===== config.mk =====
export PLATFORM = sky130hd
export DESIGN_NAME = digital_signal_generator_flat
export DESIGN_NICKNAME = d
export VERILOG_FILES = /design/src/rtl/dsg_pkg.sv /design/src/rtl/dsg_if.sv /design/src/rtl/dsg_sine_lut.sv /design/src/rtl/digital_signal_generator.sv /design/src/flat_wrapper.sv
export SDC_FILE = /design/constraint.sdc
export NUM_CORES = 1
export LEC_CHECK = 0
export CAP_MARGIN = 20
export CORE_MARGIN = 4
export CORE_UTILIZATION = 53
export CTS_CLUSTER_SIZE = 25
export DETAILED_ROUTE_END_ITERATION = 12
export PLACE_DENSITY = 0.74
export SLEW_MARGIN = 20
export SYNTH_ARGS = -nofsm -noshare
export SYNTH_HDL_FRONTEND = slang
export SYNTH_SLANG_ARGS = --single-unit

===== constraint.sdc =====
create_clock -name clk -period 7.6 [get_ports clk]
set_input_delay 1.52 -clock clk [delete_from_list [all_inputs] [get_ports clk]]
set_output_delay 1.52 -clock clk [all_outputs]
set_load 0.05 [all_outputs]

===== src/rtl/dsg_pkg.sv =====
// Shared types and sizes for the digital signal generator.
// The sine table builder is only referenced when DSG_SINE_LUT_EN is defined.
package dsg_pkg;

  localparam int PHASE_W   = 16;
  localparam int OUT_W     = 16;
  localparam int AMP_W     = 4;
  localparam int LUT_DEPTH = 256;

  typedef enum logic [1:0] {
    SINE     = 2'b00,
    SQUARE   = 2'b01,
    TRIANGLE = 2'b10,
    SAWTOOTH = 2'b11
  } wave_e;

  // Quarter-wave entry i = round(32767*sin(pi/2 * i/255)); evaluated only at elaboration.
  function automatic logic [14:0] sine_mag(input int i);
    real x;
    real term;
    real sum;
    x    = 1.5707963267948966 * real'(i) / 255.0;
    term = x;
    sum  = x;
    for (int k = 1; k <= 9; k++) begin
      term = -term * x * x / real'((2 * k) * (2 * k + 1));
      sum  = sum + term;
    end
    return 15'($rtoi(sum * 32767.0 + 0.5));
  endfunction

endpackage


===== src/rtl/dsg_if.sv =====
// Control inputs and sample outputs of the generator, bundled as one port.
interface dsg_if;
  logic [1:0]  wavetype;
  logic [2:0]  freqsel;
  logic [3:0]  phaseshift;
  logic [3:0]  amplitude;
  logic [15:0] sout;
  logic        led;

  // No handshake: controls are level inputs, sampled on every rising clock edge.
  modport master (
    output wavetype, freqsel, phaseshift, amplitude,
    input  sout, led
  );

  modport slave (
    input  wavetype, freqsel, phaseshift, amplitude,
    output sout, led
  );
endinterface


===== src/rtl/dsg_sine_lut.sv =====
// Combinational quarter-wave sine magnitude table (8-bit index -> 15-bit magnitude).
module dsg_sine_lut
  import dsg_pkg::*;
(
  input  logic [7:0]  idx,
  output logic [14:0] mag
);

  logic [14:0] table_q [LUT_DEPTH];

  for (genvar g = 0; g < LUT_DEPTH; g++) begin : g_tab
    localparam logic [14:0] MAG = sine_mag(g);
    assign table_q[g] = MAG;
  end

  assign mag = table_q[idx];

endmodule


===== src/rtl/digital_signal_generator.sv =====
// Phase-accumulator waveform generator: sine/square/triangle/sawtooth with gain and phase offset.
// Optional DSG_SINE_LUT_EN compiles in the sine table; without it, sine selects the triangle.
module digital_signal_generator
  import dsg_pkg::*;
(
  input  logic  clk,
  input  logic  rst_n,
  dsg_if.slave  bus
);

  logic [PHASE_W-1:0]      acc;
  logic [PHASE_W-1:0]      inc;
  logic [PHASE_W-1:0]      p;
  logic [14:0]             tri_t;
  logic signed [OUT_W-1:0] w_sq;
  logic signed [OUT_W-1:0] w_saw;
  logic signed [OUT_W-1:0] w_tri;
  logic signed [OUT_W-1:0] w_sine;
  logic signed [OUT_W-1:0] w;
  logic signed [20:0]      prod;
  wave_e                   wave;

  assign wave = wave_e'(bus.wavetype);
  assign inc  = PHASE_W'(1) << bus.freqsel;
  assign p    = acc + {bus.phaseshift, 12'h000};

  assign w_sq  = p[15] ? 16'sh8001 : 16'sh7FFF;
  assign w_saw = {~p[15], p[14:0]};
  assign tri_t = p[15] ? ~p[14:0] : p[14:0];
  // {t,0} - 32768 is the same as flipping the top bit of {t,0}.
  assign w_tri = {~tri_t[14], tri_t[13:0], 1'b0};

`ifdef DSG_SINE_LUT_EN
  logic [7:0]              lut_idx;
  logic [14:0]             mag;
  logic signed [OUT_W-1:0] mag_s;

  assign lut_idx = p[14] ? ~p[13:6] : p[13:6];

  dsg_sine_lut u_sine_lut (
    .idx (lut_idx),
    .mag (mag)
  );

  assign mag_s  = {1'b0, mag};
  assign w_sine = p[15] ? -mag_s : mag_s;
`else
  assign w_sine = w_tri;
`endif

  always_comb begin
    w = w_saw;
    case (wave)
      SINE:     w = w_sine;
      SQUARE:   w = w_sq;
      TRIANGLE: w = w_tri;
      SAWTOOTH: w = w_saw;
      default:  w = w_saw;
    endcase
  end

  // |w*15| < 2^19, so bits [19:4] of the floor-shifted product hold the exact result.
  assign prod = w * $signed({1'b0, bus.amplitude});

  always_ff @(posedge clk or negedge rst_n) begin
    if (!rst_n) begin
      acc      <= '0;
      bus.sout <= '0;
      bus.led  <= 1'b0;
    end else begin
      acc      <= acc + inc;
      bus.sout <= prod[19:4];
      bus.led  <= (bus.amplitude != '0);
    end
  end

endmodule


===== src/flat_wrapper.sv =====
// flat-port wrapper written by rule: the top's interface ports become plain ports
module digital_signal_generator_flat import dsg_pkg::*;
  (clk, rst_n, bus_wavetype, bus_freqsel, bus_phaseshift, bus_amplitude, bus_sout, bus_led);
  dsg_if bus_i ();
  input  logic clk;
  input  logic rst_n;
  input wire logic [$bits(bus_i.wavetype)-1:0] bus_wavetype;
  input wire logic [$bits(bus_i.freqsel)-1:0] bus_freqsel;
  input wire logic [$bits(bus_i.phaseshift)-1:0] bus_phaseshift;
  input wire logic [$bits(bus_i.amplitude)-1:0] bus_amplitude;
  output wire logic [$bits(bus_i.sout)-1:0] bus_sout;
  output wire logic [$bits(bus_i.led)-1:0] bus_led;
  assign bus_i.wavetype = bus_wavetype;
  assign bus_i.freqsel = bus_freqsel;
  assign bus_i.phaseshift = bus_phaseshift;
  assign bus_i.amplitude = bus_amplitude;
  assign bus_sout = bus_i.sout;
  assign bus_led = bus_i.led;
  digital_signal_generator u_core (.clk(clk), .rst_n(rst_n), .bus(bus_i));
endmodule

==> impl_metrics.xml, run 1 <==
<?xml version="1.0" encoding="UTF-8"?>
<metrics>
  <group name="die">
    <metric name="die_h" unit="µm">95.9</metric>
    <metric name="design.portCount" unit="">32</metric>
    <metric name="core_area" unit="µm²">7370</metric>
    <metric name="die_outline_area" unit="µm²">9200</metric>
    <metric name="start_util" unit="%">55.6</metric>
    <metric name="die-width" unit="µm">95.9</metric>
    <metric name="rows" unit="">31</metric>
  </group>
  <group name="critical_path">
    <metric name="worst_r2r_endpoint" unit="">u_core.bus.sout[13]$_DFF_PN0_</metric>
    <metric name="worstSetupEndpointType" unit="">register</metric>
    <metric name="critical_path_arrival" unit="ps">7120</metric>
    <metric name="timing.critical_path.max_delay_family" unit="">adder cells</metric>
    <metric name="startpoint_of_the_worst_register_to_register_path" unit="">u_core.acc[14]$_DFF_PN0_</metric>
    <metric name="worst_r2r_path_depth" unit="">21</metric>
    <metric name="ff2ff_setup_slack" unit="ps">1940</metric>
    <metric name="timing.critical_path.cells" unit="">clkdlybuf4s50_1 -&gt; ha_1 -&gt; a21oi_1 -&gt; nand2_1 -&gt; xor2_2 -&gt; xnor2_1 -&gt; nor2_1 -&gt; a21oi_1 -&gt; and2_1 -&gt; ha_1 -&gt; fa_1 -&gt; inv_1 -&gt; fa_1 -&gt; inv_1 -&gt; ha_1 -&gt; a21o_1 -&gt; a221o_1 -&gt; a21oi_1 -&gt; o31ai_4 -&gt; a2bb2oi_2 -&gt; a31oi_1 -&gt; xnor2_1</metric>
    <metric name="worstPathBufferInverterCount" unit="">3</metric>
    <metric name="slowest_delay" unit="ps">540</metric>
    <metric name="max_stage_delay_cell_worst_path" unit="">sky130_fd_sc_hd__xor2_2</metric>
    <metric name="crit_path_start_kind" unit="">input port</metric>
    <metric name="cp.required" unit="ps">7810</metric>
    <metric name="path_max_fanout" unit="">10</metric>
    <metric name="crit_type" unit="">in -&gt; reg</metric>
  </group>
  <group name="synthesis">
    <metric name="post_synth_xor_area_fraction" unit="%">10.6</metric>
    <metric name="synth_top_family_by_area" unit="">adder cells</metric>
    <metric name="synth.top_cell.area_share" unit="%">20.2</metric>
    <metric name="netlist.top_cell.by_area" unit="">sky130_fd_sc_hd__dfrtp_1</metric>
    <metric name="postSynthNetCount" unit="">562</metric>
    <metric name="yosys.area_share.simple" unit="%">18.7</metric>
    <metric name="post_synth_mux_area_share" unit="%">0.244</metric>
    <metric name="synthesis.yosys.warnings" unit="">0</metric>
    <metric name="number_of_enable_type_register_cells_in_the_synthesized_netlist" unit="">0</metric>
    <metric name="ys_seq_area_share" unit="%">20.2</metric>
    <metric name="netlist_top_cells_count" unit="">sky130_fd_sc_hd__inv_1 (71), sky130_fd_sc_hd__and2_1 (47), sky130_fd_sc_hd__ha_1 (46)</metric>
    <metric name="ys.flop_type" unit="">sky130_fd_sc_hd__dfrtp_1</metric>
    <metric name="synth_top_cells_by_area" unit="">sky130_fd_sc_hd__dfrtp_1 (20%), sky130_fd_sc_hd__fa_1 (16%), sky130_fd_sc_hd__ha_1 (14%)</metric>
    <metric name="synth_seq_cells" unit="">33</metric>
    <metric name="yosys.area_share.adder" unit="%">30.2</metric>
    <metric name="ys_async_sr_fraction" unit="%">100</metric>
    <metric name="synthesis.area_per_instance" unit="µm²">8.75</metric>
    <metric name="synth_area" unit="µm²">4100</metric>
    <metric name="synth_cell_type_count" unit="">50</metric>
    <metric name="area_fraction_in_compound_gates_after_synthesis" unit="%">12.2</metric>
    <metric name="number_of_instances_in_the_synthesized_netlist" unit="">468</metric>
    <metric name="synth.most_common_cell" unit="">sky130_fd_sc_hd__inv_1</metric>
  </group>
  <group name="drt">
    <metric name="drt_iter0_markers" unit="">163</metric>
    <metric name="drt-total-wl" unit="µm">8280</metric>
    <metric name="drc" unit="">0</metric>
    <metric name="vias" unit="">3149</metric>
    <metric name="routed_wire_length_per_instance" unit="µm">13.9</metric>
    <metric name="drt-pass1-iter-count" unit="">4</metric>
    <metric name="drt-vias-per-instance" unit="">5.29</metric>
    <metric name="ant_nets" unit="">0</metric>
  </group>
  <group name="clock_network">
    <metric name="clkLatencyLatePin" unit="ps">290</metric>
    <metric name="clk_pin_slew" unit="ps">70</metric>
    <metric name="cts-htree-levels" unit="">2</metric>
    <metric name="clock_tree.buffer_depth" unit="">2</metric>
    <metric name="cts_post_setup_buffers_inserted" unit="">0</metric>
    <metric name="cts.hold.buffers_added" unit="">0</metric>
    <metric name="clock_sink_count" unit="">33</metric>
    <metric name="cts-root-buf" unit="">sky130_fd_sc_hd__clkbuf_8</metric>
    <metric name="tritoncts" unit="">done</metric>
    <metric name="cts-resized-gates" unit="">0</metric>
    <metric name="cts_made_buffers" unit="">5</metric>
  </group>
  <group name="min_path">
    <metric name="timing.hold.worst.start" unit="">u_core.acc[12]$_DFF_PN0_</metric>
    <metric name="whs_path_depth" unit="">1</metric>
    <metric name="min-delay-path-class" unit="">reg -&gt; reg</metric>
    <metric name="timing.hold.worst_endpoint" unit="">u_core.acc[12]$_DFF_PN0_</metric>
  </group>
  <group name="timing">
    <metric name="fmaxAchievable" unit="GHz">0.145</metric>
    <metric name="tightestPinTransition" unit="ps">618</metric>
    <metric name="post-route-min-period" unit="ps">6910</metric>
    <metric name="finalSetupViolCount" unit="">0</metric>
    <metric name="clock_skew" unit="ps">6.63</metric>
    <metric name="slew-limit-headroom" unit="%">58.8</metric>
    <metric name="final.period_utilization" unit="%">90.9</metric>
    <metric name="setup_repair_after_global_routing_missed_its_margin" unit="">no</metric>
    <metric name="finalMaxSlewViolations" unit="">0</metric>
    <metric name="hold_viol_final" unit="">0</metric>
    <metric name="fin_tns_setup" unit="ps">0</metric>
    <metric name="final.setup.worst_slack" unit="ps">691</metric>
  </group>
  <group name="power_and_ir_drop">
    <metric name="irDropWorstVdd" unit="mV">0.127</metric>
    <metric name="p_leak" unit="µW">0.00224</metric>
    <metric name="power_density" unit="nW/µm²">391</metric>
  </group>
  <group name="final_layout">
    <metric name="layout.cell_area.non_filler" unit="µm²">4570</metric>
    <metric name="area_growth_syn_to_layout" unit="%">11.5</metric>
    <metric name="finish.cell_count_without_fillers" unit="">595</metric>
    <metric name="antennaDiodeCount" unit="">0</metric>
    <metric name="layout-drive-gt1-share" unit="%">3.83</metric>
    <metric name="nNetsFinal" unit="">589</metric>
  </group>
  <group name="global_routing">
    <metric name="initial_antenna_violation_count" unit="">0</metric>
    <metric name="grt_max_degree" unit="">34</metric>
    <metric name="grt_pass1_vias" unit="">3103</metric>
    <metric name="grt_pass1_wl" unit="µm">14400</metric>
    <metric name="grt.overflow.total" unit="">0</metric>
    <metric name="global_route.usage.total" unit="%">20.1</metric>
  </group>
  <group name="placement">
    <metric name="worst_setup_timing_slack_at_the_placement_stage" unit="ps">424</metric>
    <metric name="dpl-instance-area" unit="µm²">4490</metric>
    <metric name="dpl.hpwl" unit="µm">6770</metric>
    <metric name="io_buffer_count" unit="">31</metric>
    <metric name="final_estimated_routing_congestion_in_global_placement" unit="">0.922</metric>
    <metric name="post-place-cells" unit="">587</metric>
  </group>
  <group name="flow_run">
    <metric name="cap_viol_max_count" unit="">0</metric>
  </group>
  <group name="run_status">
    <metric name="run_status" unit="">completed</metric>
  </group>
</metrics>
[kinds of logic after synthesis]
kind of cell,Yosys count
AOI/OAI and AO/OA,79
xor gates and xnor gates,48
adders and majority gates,79
buffers and inverters,84
DFF,33
muxes,1
and+or+nand+nor,144
[area by class of cell]
type,count,area (µm²)
flip-flops and latches,33,826
fillers,654,2800
multi-input cells,351,2950
clock inverters,2,10.0
clock buffers,6,72.6
repair buffers,33,320
well taps,99,124
inverters,71,267
[per-stage QoR]
step	hold WS (ps)	util, %	total power (µW)
floorplan	463	-	1340
global placement	484	60.9	1610
detailed placement	488	60.9	1640
CTS	500	62.0	1790
global route	523	62.0	1960
finish	502	62.0	1780
[metal layers]
metal	vias to the layer above	global-route usage (%)	routed length [µm]
met2	62	34.5	4030
met1	1497	25.5	3750
met3	12	3.21	329
met5	-	0	0
li1	1578	-	-
met4	0	6.99	172
[flip-flops by register name, summed over array words and instances (netlist names)]
register         count
u_core.acc          16
u_core.bus.led       1
u_core.bus.sout     16
[worst register-to-register path, delay by kind of cell (launching register included)]
kind	cells	cell delay [ps]
adder cells (fa/ha/maj)	5	2040
AND/OR/NAND/NOR	3	390
flip-flops	1	400
AO/OA/AOI/OAI	8	1810
buffers and inverters	2	90
XOR/XNOR	3	880
[placed cells by master (no fill, tap or decap), types with 7 or more instances in the layout]
master                            count
sky130_fd_sc_hd__xor2_1              13
sky130_fd_sc_hd__and2_1              47
sky130_fd_sc_hd__inv_1               71
sky130_fd_sc_hd__and3_1               7
sky130_fd_sc_hd__a21oi_1             41
sky130_fd_sc_hd__xnor2_1             33
sky130_fd_sc_hd__nor2_1              28
sky130_fd_sc_hd__dfrtp_1             33
sky130_fd_sc_hd__ha_1                46
sky130_fd_sc_hd__clkdlybuf4s50_1     30
sky130_fd_sc_hd__nand2_1             31
sky130_fd_sc_hd__nand3_1              7
sky130_fd_sc_hd__fa_1                33
sky130_fd_sc_hd__o21ai_0             10
[worst max path at each step]
stage | from | endpoint | slack, ps | cells after the start
finish | bus_phaseshift[2] | u_core.bus.sout[13]$_DFF_PN0_ | 690 | 22
global placement | bus_phaseshift[2] | u_core.bus.sout[13]$_DFF_PN0_ | 530 | 22
detailed placement | bus_phaseshift[2] | u_core.bus.sout[13]$_DFF_PN0_ | 420 | 22
global route | bus_phaseshift[2] | u_core.bus.sout[13]$_DFF_PN0_ | 320 | 22
CTS | bus_phaseshift[2] | u_core.bus.sout[13]$_DFF_PN0_ | 670 | 22
floorplan | bus_phaseshift[2] | u_core.bus.sout[13]$_DFF_PN0_ | 1180 | 22
[power by group]
part | total (µW) | internal, µW | switching (µW)
Combinational | 1330 | 547 | 779
Sequential | 328 | 265 | 63.5
Clock | 129 | 63.4 | 65.9
Note: power is estimated with default switching activity, not from simulation.
==> inputs of run 2 (changes only) <==
--- a/config.mk
+++ b/config.mk
@@ -8,9 +8,9 @@
 export CAP_MARGIN = 20
 export CORE_MARGIN = 4
 export CORE_UTILIZATION = 53
-export CTS_CLUSTER_SIZE = 25
 export DETAILED_ROUTE_END_ITERATION = 12
 export PLACE_DENSITY = 0.74
+export SETUP_SLACK_MARGIN = 0.05
 export SLEW_MARGIN = 20
 export SYNTH_ARGS = -nofsm -noshare
 export SYNTH_HDL_FRONTEND = slang
==> results of run 2 <==
No change in the layout: final DEF, timing and power equal those of run 1.
==> RTL change: new RTL, flow settings as in run 1 <==
Build with the macro `DSG_SINE_LUT_EN` defined.
--- a/src/rtl/digital_signal_generator.sv
+++ b/src/rtl/digital_signal_generator.sv
@@ -1,5 +1,7 @@
 // Phase-accumulator waveform generator: sine/square/triangle/sawtooth with gain and phase offset.
 // Optional DSG_SINE_LUT_EN compiles in the sine table; without it, sine selects the triangle.
+`define DSG_SINE_LUT_EN
+
 module digital_signal_generator
   import dsg_pkg::*;
 (
Check against the original RTL: not equivalent (Yosys sat finds a counterexample within 4 cycles, from zero or initial values and one cycle with rst_n low).
==> RTL change against run 1 <==
- the flow now stops in global routing
- area after synthesis grew to 3.0 times the old value
==> RTL change: results (changes against run 1) <==
| Metric | Value |
|---|---|
| Status | `stopped before the end` |
| Last stage | `global routing` |
| Tool error | `[ERROR GRT-0232] Routing congestion too high. Check the congestion heatmap in the GUI.` |
| Post-synth top cells | `157 x nand2_1, 153 x nor2_1, 104 x a21oi_1, 96 x inv_1, 96 x o21ai_0` |
| Die width | `161.2 µm (+68%)` |
| Primary FF master, synth | `dfrtp_1` |
| Worst ep type | `register input` |
| Placed insts | `2484 (+320%)` |
| Post-synthesis sequential area ratio | `0.06641 (-0.1352)` |
| Total congestion overflow | `13` |
| Synthesized instance count | `1809 (+290%)` |
| GP Congestion | `1.597 (+73%)` |
| Clock buffer count from CTS | `5 (unchanged)` |
| Largest buffer count on any clock path | `2 (unchanged)` |
| Placed Area | `0.01675 mm² (+270%)` |
| Dpl hpwl | `53050 µm (+680%)` |
| Syn Nets | `1921 (+240%)` |
| Async SR Flop Fraction | `1.000 (unchanged)` |
| CTS Root Cell | `clkbuf_16` |
| Distinct cells, synth | `102 (+100%)` |
| Total track usage | `0.6848` |
| Warnings from Yosys | `0 (unchanged)` |
| Number of synthesized register bits | `33 (unchanged)` |
| Synth area leaders | `dfrtp_1 6.6%, ha_1 6.4%, fa_1 5.3%, nand2_1 4.7%, nor2_1 4.6%` |
| H-tree depth | `2 (unchanged)` |
| Largest net degree at the start of global routing | `75` |
| Buffers on Ports | `31 (unchanged)` |
| Worst_ep grt | `u_core.bus.sout[14]$_DFF_PN0_/D` |
[RTL change: cell types whose count changed after synthesis, sizes merged, moves of 37 or more]
cell and change:
o21ai +92, a21oi +63, clkbuf +76, nor3 +61, a31oi +38, o22ai +46
nand2b +37, nand3 +58, nand2 +126, nor2 +129, buf +80
[RTL change: repair_timing]
action,4_1_cts
pin swaps,49
endpoints found under the setup margin,16
resized for setup,56
hold endpoints to repair,0
setup buffers,20
[RTL change: layer usage]
metal	GRT overflow	global-route usage
met5	0	0.4716
met1	0	0.6889
met2	1	0.7930
met4	12	0.6309
met3	0	0.5984
[RTL change: cells by family after synthesis]
family	synth area share
AO/OA/AOI/OAI	0.3567
buffers and inverters	0.09278
XOR/XNOR	0.05635
flip-flops	0.06641
adder cells (fa/ha/maj)	0.1175
multiplexers	0.04045
AND/OR/NAND/NOR	0.2698
[RTL change: stage by stage]
step	setup TNS [ns]	util	setup slack [ns]
after CTS	-13.29	0.7568	-1.092
after detailed placement	-27.55	0.7331	-2.072
after global placement	-24.81	0.7331	-1.882
after floorplan	-12.71	-	-1.115
